`src/rtl/elementwise_mat_mult_seq_if.sv`:
```
// Valid/ready bus for the element-wise matrix multiplier.
// The slave modport is the multiplier side and the master modport is the producer/consumer side.
// Matrices are flattened row-major, with element (0,0) in the most significant DW bits.
interface elementwise_mat_mult_seq_if #(
    parameter int DW = 8,
    parameter int N  = 3
);
    logic              in_valid;
    logic              in_ready;
    logic [N*N*DW-1:0] a;
    logic [N*N*DW-1:0] b;
    logic              out_valid;
    logic              out_ready;
    logic [N*N*DW-1:0] res;

    modport slave (
        input  in_valid, a, b, out_ready,
        output in_ready, out_valid, res
    );

    modport master (
        output in_valid, a, b, out_ready,
        input  in_ready, out_valid, res
    );
endinterface

```
`src/rtl/elementwise_mat_mult_seq.sv`:
```
// Multi-cycle Hadamard product C = A .* B of two N x N matrices.
// Each COMPUTE cycle handles LANES elements, so one result takes ceil(N*N/LANES) beats.
// Optional build macro EMUL_SATURATE_EN changes each product to clamp at 2^DW-1 instead of wrapping.
// The same macro adds the sat_flag output.
module elementwise_mat_mult_seq #(
    parameter int DW    = 8,
    parameter int N     = 3,
    parameter int LANES = 1
) (
    input  logic                        clk,
    input  logic                        rst,
    elementwise_mat_mult_seq_if.slave   bus,
    output logic                        busy
`ifdef EMUL_SATURATE_EN
    ,
    output logic                        sat_flag
`endif
);

    localparam int NN = N * N;
    localparam int IW = $clog2(NN + LANES + 1);

    typedef enum logic [1:0] {
        IDLE,
        COMPUTE,
        DONE
    } state_t;

    state_t          state;
    state_t          state_nxt;
    logic [IW-1:0]   idx;
    logic [NN*DW-1:0] a_reg;
    logic [NN*DW-1:0] b_reg;
    logic [NN*DW-1:0] res_reg;

    logic            accept;
    logic            last_beat;
    int              lane_e   [LANES];
    logic            lane_en  [LANES];
    logic [DW-1:0]   lane_val [LANES];
`ifdef EMUL_SATURATE_EN
    logic [2*DW-1:0] lane_prod [LANES];
    logic            lane_sat  [LANES];
`endif

    // Extract element e (row-major index) from a flattened matrix.
    function automatic logic [DW-1:0] elem(input logic [NN*DW-1:0] m, input int e);
        return m[(NN-1-e)*DW +: DW];
    endfunction

    assign accept        = bus.in_valid && (state == IDLE) && !rst;
    assign last_beat     = (int'(idx) + LANES >= NN);
    assign bus.in_ready  = (state == IDLE) && !rst;
    assign bus.out_valid = (state == DONE);
    assign bus.res       = res_reg;
    assign busy          = (state == COMPUTE) || (state == DONE);

    // State register; reset aborts any operation in progress.
    always_ff @(posedge clk) begin
        // NOTE: Sequential state uses non-blocking assignments, so every register samples pre-edge values.
        if (rst) state <= IDLE;
        else     state <= state_nxt;
    end

    // Next-state logic.
    always_comb begin
        // NOTE: Assign the default first so no path leaves state_nxt unassigned, which would infer a latch.
        state_nxt = state;
        case (state)
            IDLE:    if (accept)                 state_nxt = COMPUTE;
            COMPUTE: if (last_beat)              state_nxt = DONE;
            DONE:    if (bus.out_ready)          state_nxt = IDLE;
            default:                             state_nxt = IDLE;
        endcase
    end

    // Element index: restarts at each accepted operand pair and advances one beat per COMPUTE cycle.
    always_ff @(posedge clk) begin
        if (rst)                    idx <= '0;
        else if (accept)            idx <= '0;
        else if (state == COMPUTE)  idx <= idx + IW'(LANES);
    end

    // Operand capture, which happens only on the input handshake edge.
    always_ff @(posedge clk) begin
        // NOTE: Operand registers carry no reset because they are always written before being read.
        if (accept) begin
            a_reg <= bus.a;
            b_reg <= bus.b;
        end
    end

    // Lane datapath: the element each lane handles this beat, and the product written for it.
    always_comb begin
        for (int k = 0; k < LANES; k++) begin
            lane_e[k]  = int'(idx) + k;
            lane_en[k] = (lane_e[k] < NN);
`ifdef EMUL_SATURATE_EN
            lane_prod[k] = {{DW{1'b0}}, elem(a_reg, lane_en[k] ? lane_e[k] : 0)} *
                           {{DW{1'b0}}, elem(b_reg, lane_en[k] ? lane_e[k] : 0)};
            lane_sat[k]  = |lane_prod[k][2*DW-1:DW];
            lane_val[k]  = lane_sat[k] ? {DW{1'b1}} : lane_prod[k][DW-1:0];
`else
            lane_val[k]  = elem(a_reg, lane_en[k] ? lane_e[k] : 0) *
                           elem(b_reg, lane_en[k] ? lane_e[k] : 0);
`endif
        end
    end

    // Result register: cleared at the start of an operation, then filled one beat at a time.
    always_ff @(posedge clk) begin
        if (rst || accept) begin
            res_reg <= '0;
        end else if (state == COMPUTE) begin
            for (int k = 0; k < LANES; k++) begin
                if (lane_en[k]) res_reg[(NN-1-lane_e[k])*DW +: DW] <= lane_val[k];
            end
        end
    end

`ifdef EMUL_SATURATE_EN
    // Saturation flag: set when any element of the current operation clamps.
    always_ff @(posedge clk) begin
        if (rst || accept) begin
            sat_flag <= 1'b0;
        end else if (state == COMPUTE) begin
            for (int k = 0; k < LANES; k++) begin
                if (lane_en[k] && lane_sat[k]) sat_flag <= 1'b1;
            end
        end
    end
`endif

endmodule

```
`src/flat_wrapper.sv`:
```
// flat-port wrapper written by rule: the top's interface ports become plain ports
module elementwise_mat_mult_seq_flat 
#(
    parameter int DW    = 8,
    parameter int N     = 3,
    parameter int LANES = 1
)
  (clk, rst, busy, bus_in_valid, bus_a, bus_b, bus_out_ready, bus_in_ready, bus_out_valid, bus_res);
  elementwise_mat_mult_seq_if #(.DW(DW), .N(N)) bus_i ();
  input  logic clk;
  input  logic rst;
  output logic busy;
  input wire logic [$bits(bus_i.in_valid)-1:0] bus_in_valid;
  input wire logic [$bits(bus_i.a)-1:0] bus_a;
  input wire logic [$bits(bus_i.b)-1:0] bus_b;
  input wire logic [$bits(bus_i.out_ready)-1:0] bus_out_ready;
  output wire logic [$bits(bus_i.in_ready)-1:0] bus_in_ready;
  output wire logic [$bits(bus_i.out_valid)-1:0] bus_out_valid;
  output wire logic [$bits(bus_i.res)-1:0] bus_res;
  assign bus_i.in_valid = bus_in_valid;
  assign bus_i.a = bus_a;
  assign bus_i.b = bus_b;
  assign bus_i.out_ready = bus_out_ready;
  assign bus_in_ready = bus_i.in_ready;
  assign bus_out_valid = bus_i.out_valid;
  assign bus_res = bus_i.res;
  elementwise_mat_mult_seq #(.DW(DW), .N(N), .LANES(LANES)) u_core (.clk(clk), .rst(rst), .bus(bus_i), .busy(busy));
endmodule
```
`config.mk`:
```
export PLATFORM = sky130hd
export DESIGN_NAME = elementwise_mat_mult_seq_flat
export DESIGN_NICKNAME = d
export VERILOG_FILES = /design/src/rtl/elementwise_mat_mult_seq_if.sv /design/src/rtl/elementwise_mat_mult_seq.sv /design/src/flat_wrapper.sv
export SDC_FILE = /design/constraint.sdc
export NUM_CORES = 1
export LEC_CHECK = 0
export ABC_CLOCK_PERIOD_IN_PS = 17470
export BUFFER_PORTS_ARGS = -buffer_cell sky130_fd_sc_hd__buf_2
export CAP_MARGIN = 10
export CORE_MARGIN = 2
export CORE_UTILIZATION = 36
export DETAILED_ROUTE_END_ITERATION = 8
export HOLD_SLACK_MARGIN = 0.08
export PLACE_DENSITY = 0.61
export SYNTH_ARGS = -nofsm -noshare
export SYNTH_HDL_FRONTEND = slang
export SYNTH_SLANG_ARGS = --single-unit
export TNS_END_PERCENT = 30
```
`constraint.sdc`:
```
create_clock -name clk -period 17.47 [get_ports clk]
set_input_delay 5.241 -clock clk [delete_from_list [all_inputs] [get_ports clk]]
set_output_delay 5.241 -clock clk [all_outputs]
set_load 0.01 [all_outputs]
```
## After elaboration in Yosys (flattened, before gate mapping)

Index checks and enable logic that the tools add are counted.

| operators by class | value |
|---|---|
| shift operators | 4 |
| reductions and logical operators | 10 |
| $lt $le $gt $ge | 2 |
| $mul | 1 |
| multiplexer cells | 6 |
| add/subtract/negate cells | 5 |
| equal/unequal tests | 5 |

Operators with widths:

| operator | count |
|---|---|
| $shiftx 72x32->8 | 2 |
| $bwmux 72 | 1 |
| $shift 8x33->72 const A | 1 |
| $shiftx 8x33->72 | 1 |
| $neg 32->33 | 1 |
| $ge 32x5->1 const B | 1 |
| $sub 5x29->29 const A | 1 |
| $mul 8x8->8 | 1 |
| $mux 2 | 3 |
| $pmux 2 s3 | 1 |
| $add 4x1->5 const B | 1 |
| $sub 4x4->5 const A | 1 |
| $add 4x1->4 const B | 1 |
| $lt 4x4->1 const B | 1 |
| $mux 4 | 1 |
| $ne 2x1->1 const B | 2 |
| $logic_and 1x1->1 | 3 |
| $reduce_and 3->1 | 1 |
| $eq 2x1->1 const B | 1 |
| $eq 2x2->1 const B | 1 |
| $logic_not 2->1 | 1 |
| $logic_or 1x1->1 | 2 |
| $ne 2x2->1 const B | 1 |
| $reduce_and 2->1 | 1 |
| 2 further kinds | 2 |

| word-level totals | value |
|---|---|
| word-level logic and storage cells | 38 |
| input bits | 148 |
| register bits | 222 |

## Longest topological paths before layout

| logic depth | value |
|---|---|
| depth in word-level cells | 7 |
| depth in mapped cells | 35 |
| gate-level depth less buffers | 30 |

## Worst setup path before layout

Ideal clock, no wire load.

| timing path | value |
|---|---|
| path kind | input port to flip-flop |
| start | in bus_in_valid |
| end | reg u_core.a_reg[0], enable pin |
| data arrival time | 11295 ps |
| path slack | 5526 ps |
| path buffers | 0 |
| data required time | 16821 ps |
| cell stages on the path | 2 |
| setup time | 649 ps |
| cell sequence | nand2_1 -> nor2_1 |

| between the ends | value |
|---|---|
| longest elaborated chain between the ends | 2 |

Ends and longest elaborated chain:

| what | line | source |
|---|---|---|
| start, declared | flat_wrapper.sv:13 | `input wire logic [$bits(bus_i.in_valid)-1:0] bus_in_valid;` |
| $logic_and 1x1->1 (2 in a row) | elementwise_mat_mult_seq.sv:51 | `assign accept = bus.in_valid && (state == IDLE) && !rst;` |
| named net u_core.accept | elementwise_mat_mult_seq.sv:36 | `logic accept;` |
| end signal, assigned | elementwise_mat_mult_seq.sv:88 | `a_reg <= bus.a;` |
| end, declared | elementwise_mat_mult_seq.sv:32 | `logic [NN*DW-1:0] a_reg;` |

The timed path passes the listed nets, and every way through them passes these cells.
A chain may end at the register's enable or synchronous reset.

## Worst setup path after layout

| timing path | value |
|---|---|
| start | in rst |
| end | out bus_in_ready |

| between the ends | value |
|---|---|
| longest elaborated chain between the ends | 2 |

Ends and longest elaborated chain:

| what | line | source |
|---|---|---|
| start, declared | flat_wrapper.sv:11 | `input logic rst;` |
| $logic_not 1->1 | elementwise_mat_mult_seq.sv:53 | `assign bus.in_ready = (state == IDLE) && !rst;` |
| $logic_and 1x1->1 | elementwise_mat_mult_seq.sv:53 |  |
| end, declared | flat_wrapper.sv:17 | `output wire logic [$bits(bus_i.in_ready)-1:0] bus_in_ready;` |

No other way between the ends.

==> metrics.csv <==
stage;metric;value;unit
run_status;status;completed;
floorplan;row_count;60;
power_and_ir_drop;power.net_switching;630;uW
synthesis;synthAdderAreaFrac;5.40;%
synthesis;synth_mux_area_share;6.75;%
setup_path;crit_slowest_cell;buf_2;
global_routing;antenna_found_initial;9;
power_and_ir_drop;p_per_area;145;mW/mm^2
synthesis;ys_warn_count;0;
synthesis;synthCells;825;
timing;period_share;62.1;%
final_layout;layout-drive-gt1-share;28.3;%
place;io_buffers;222;
detailed_routing;dr.pass1.iters;5;
timing;finClkSkew;0.0136;ns
place;dp_hpwl;17100;um
power_and_ir_drop;p_leak;0.00475;uW
setup_path;cp_max_fo;7;
global_routing;grt_max_degree;90;
setup_path;required;12.23;ns
clocking;holdBufCountCts;0;
clocking;cts_resized;0;
final_layout;fin_nets;1219;
global_routing;grt_first_pass_wirelength;36300;um
clocking;clock_path_buffers;3;
timing;rsz0062_at_grt;false;
power_and_ir_drop;power_frac_comb;36.2;%
clocking;htreeDepth;1;
power_and_ir_drop;p_clk_share;29.0;%
timing;tightest_slew;1.10;ns
synthesis;syn-cell-area;0.00978;mm^2
floorplan;core;0.0268;mm^2
detailed_routing;via_per_inst;4.92;
worst_hold_path;hp-class;register to register;
floorplan;ios;223;
synthesis;avgSynthCellArea;11.9;um^2
synthesis;ys_types;60;
setup_path;path_cells;buf_2 > nor2b_1 > buf_2;
clocking;clk_latency;0.53;ns
power_and_ir_drop;switching_share;36.3;%
detailed_routing;drcViolationCount;0;
floorplan;dieArea;0.0285;mm^2
synthesis;ys_ff_latch;222;
timing;maxSlewHeadroom;26.9;%
synthesis;yosys.area_share.simple;13.1;%
setup_path;criticalPathCategory;input port to output pin;
synthesis;ys_seq_area_share;60.2;%
synthesis;synth_nets;1008;
synthesis;async_flop_share;0;%
clocking;cts.sinks;222;
detailed_routing;routed_wl;23700;um
power_and_ir_drop;ir_drop;0.000120;V
synthesis;synth_edf_count;144;
detailed_routing;ant_nets;0;
global_routing;grt_remaining_overflow;0;
clocking;cts_root_buf;clkbuf_16;
synthesis;synth-compound-area-share;8.80;%
setup_path;cp.arrival;5.61;ns
setup_path;startpoint_type;input port;
timing;hold_ws;0.446;ns
setup_path;cp_common_cell;buf_2;
final_layout;fillers;2523;
setup_path;endpoint_kind;output pin;
synthesis;synth_top_family_by_area;simple AND/OR/NAND/NOR gates;
clocking;clk_pin_slew;0.06;ns
detailed_routing;via_count;6894;
floorplan;die_w;169;um
final_layout;syn_to_final_growth;22.1;%
detailed_routing;drt_iter0_drc;425;
setup_path;max_stage_delay;0.14;ns
synthesis;synth_ff_type;edfxtp_1;
detailed_routing;routedWlPerCell;16.9;um
timing;layout_min_cycle_time;10.85;ns
clocking;cts_setup_buffers;0;
floorplan;initial_core_util;36.5;%
timing;setup_tns;0;ns
place;place_congestion;0.868;
timing;setup_viol;0;
clocking;cts_tree;yes;
global_routing;grt_pass1_vias;6650;
timing;hold_viol;0;
floorplan;fp.dieH;169;um
power_and_ir_drop;power.internal;1110;uW
timing;drv_slew;0;
timing;max_freq;0.0921;GHz
synthesis;synthXorXnorAreaFrac;2.03;%
run;drv_cap;0;
clocking;numCtsBuffers;25;
power_and_ir_drop;power.share.sequential;34.9;%
global_routing;grtUsageTotal;16.3;%
## cells in the final DEF, fill, tap and decap left out, types with 4 or more instances in the layout
cell	Yosys	layout
a21oi_1	86	86
a221oi_1	4	4
a31oi_1	7	7
and2_1	4	4
and3_1	11	11
buf_2	7	222
buf_4	1	5
clkbuf_1	28	6
clkbuf_16	0	25
clkinv_2	0	4
dfxtp_1	78	78
diode_2	0	4
edfxtp_1	144	144
fa_1	12	12
ha_1	23	23
inv_1	37	37
mux2i_1	12	12
mux4_1	6	6
mux4_2	15	15
nand2_1	109	109
nand3_1	24	24
nand4_1	7	7
nor2_1	87	86
nor2b_1	6	6
nor3_1	11	11
nor4_1	5	5
o21ai_0	25	25
xnor2_1	14	14
xor2_1	5	5
## routing by layer
metal,part of all wire (%),global-route usage (%),up-vias,wire [um]
li1,-,-,3383,-
met1,44,21.5,3215,10400
met2,45,26.1,240,10700
met3,8.0,4.93,46,1900
met4,2.7,4.65,10,632
met5,0.26,0,-,62
## power by group through the flow
stage / combinational (uW) / clock (uW) / sequential (uW)
2_1_floorplan: 450 / 0 / 619
4_1_cts: 639 / 516 / 606
5_1_grt: 699 / 536 / 608
3_5_place_dp: 631 / 0 / 617
6_report: 627 / 502 / 605
3_3_place_gp: 630 / 0 / 616
## layout make-up
| class | instances | area (um^2) | share of cell area (%) |
|---|---|---|---|
| antenna | 4 | 10.0 | 0.0838 |
| timing repair buffer | 227 | 1150 | 9.61 |
| clock inverter | 12 | 109 | 0.911 |
| clock buffer | 34 | 689 | 5.77 |
| inverter | 38 | 143 | 1.19 |
| tap | 341 | 427 | 3.57 |
| sequential | 222 | 5890 | 49.2 |
| multi-input combinational | 522 | 3540 | 29.6 |
## Yosys cell counts (5+ instances only)
| cell | instances | area (um^2) |
|---|---|---|
| dfxtp_1 | 78 | 1560 |
| nand3_1 | 24 | 120 |
| nor2b_1 | 6 | 37.5 |
| nand2_1 | 109 | 409 |
| nor2_1 | 87 | 327 |
| a21oi_1 | 86 | 430 |
| inv_1 | 37 | 139 |
| buf_2 | 7 | 35.0 |
| fa_1 | 12 | 240 |
| and3_1 | 11 | 68.8 |
| edfxtp_1 | 144 | 4320 |
| nor3_1 | 11 | 55.1 |
| xnor2_1 | 14 | 123 |
| buf_6 | 7 | 78.8 |
| o21ai_0 | 25 | 125 |
| nor4_1 | 5 | 31.3 |
| mux4_1 | 6 | 158 |
| mux2i_1 | 12 | 120 |
| ha_1 | 23 | 288 |
| mux4_2 | 15 | 338 |
| a31oi_1 | 7 | 43.8 |
| clkbuf_1 | 28 | 105 |
| xor2_1 | 5 | 43.8 |
| nand4_1 | 7 | 43.8 |
## worst max-delay path, delay by kind of cell
family / cells / cell delay (ns)
buffers and inverters: 2 / 0.27
and+or+nand+nor: 1 / 0.10
## cell families (layout without fill, tap and decap cells)
kind of cell,count (synthesis),in the layout
other,0,4
muxes,37,37
DFF,222,222
buffers and inverters,81,311
AOI/OAI and AO/OA,146,146
xor gates and xnor gates,21,21
and+or+nand+nor,283,283
adders and majority gates,35,35
## metrics by stage
stage | power, uW | worst slack (ns) | std cells | area [um^2] | util (%)
2_1_floorplan | 1070 | 5.53 | 825 | 9780 | -
3_3_place_gp | 1250 | 6.61 | 1350 | 11100 | 41.6
3_5_place_dp | 1250 | 6.61 | 1350 | 11100 | 41.6
4_1_cts | 1760 | 6.61 | 1396 | 11900 | 44.6
5_1_grt | 1840 | 6.56 | 1397 | 11900 | 44.6
6_report | 1740 | 6.62 | 1400 | 12000 | 44.6
## worst paths after layout
check,slack (ns),to,depth (start not counted),start
setup / recovery,6.62,bus_in_ready,3,rst
hold / removal,0.45,u_core.bus.res[46],2,u_core.bus.res[46]
setup reg to reg,9.73,u_core.bus.res[63],26,u_core.idx[3]
hold reg to reg,0.45,u_core.bus.res[46],2,u_core.bus.res[46]
Power figures use the tool's default switching activity.
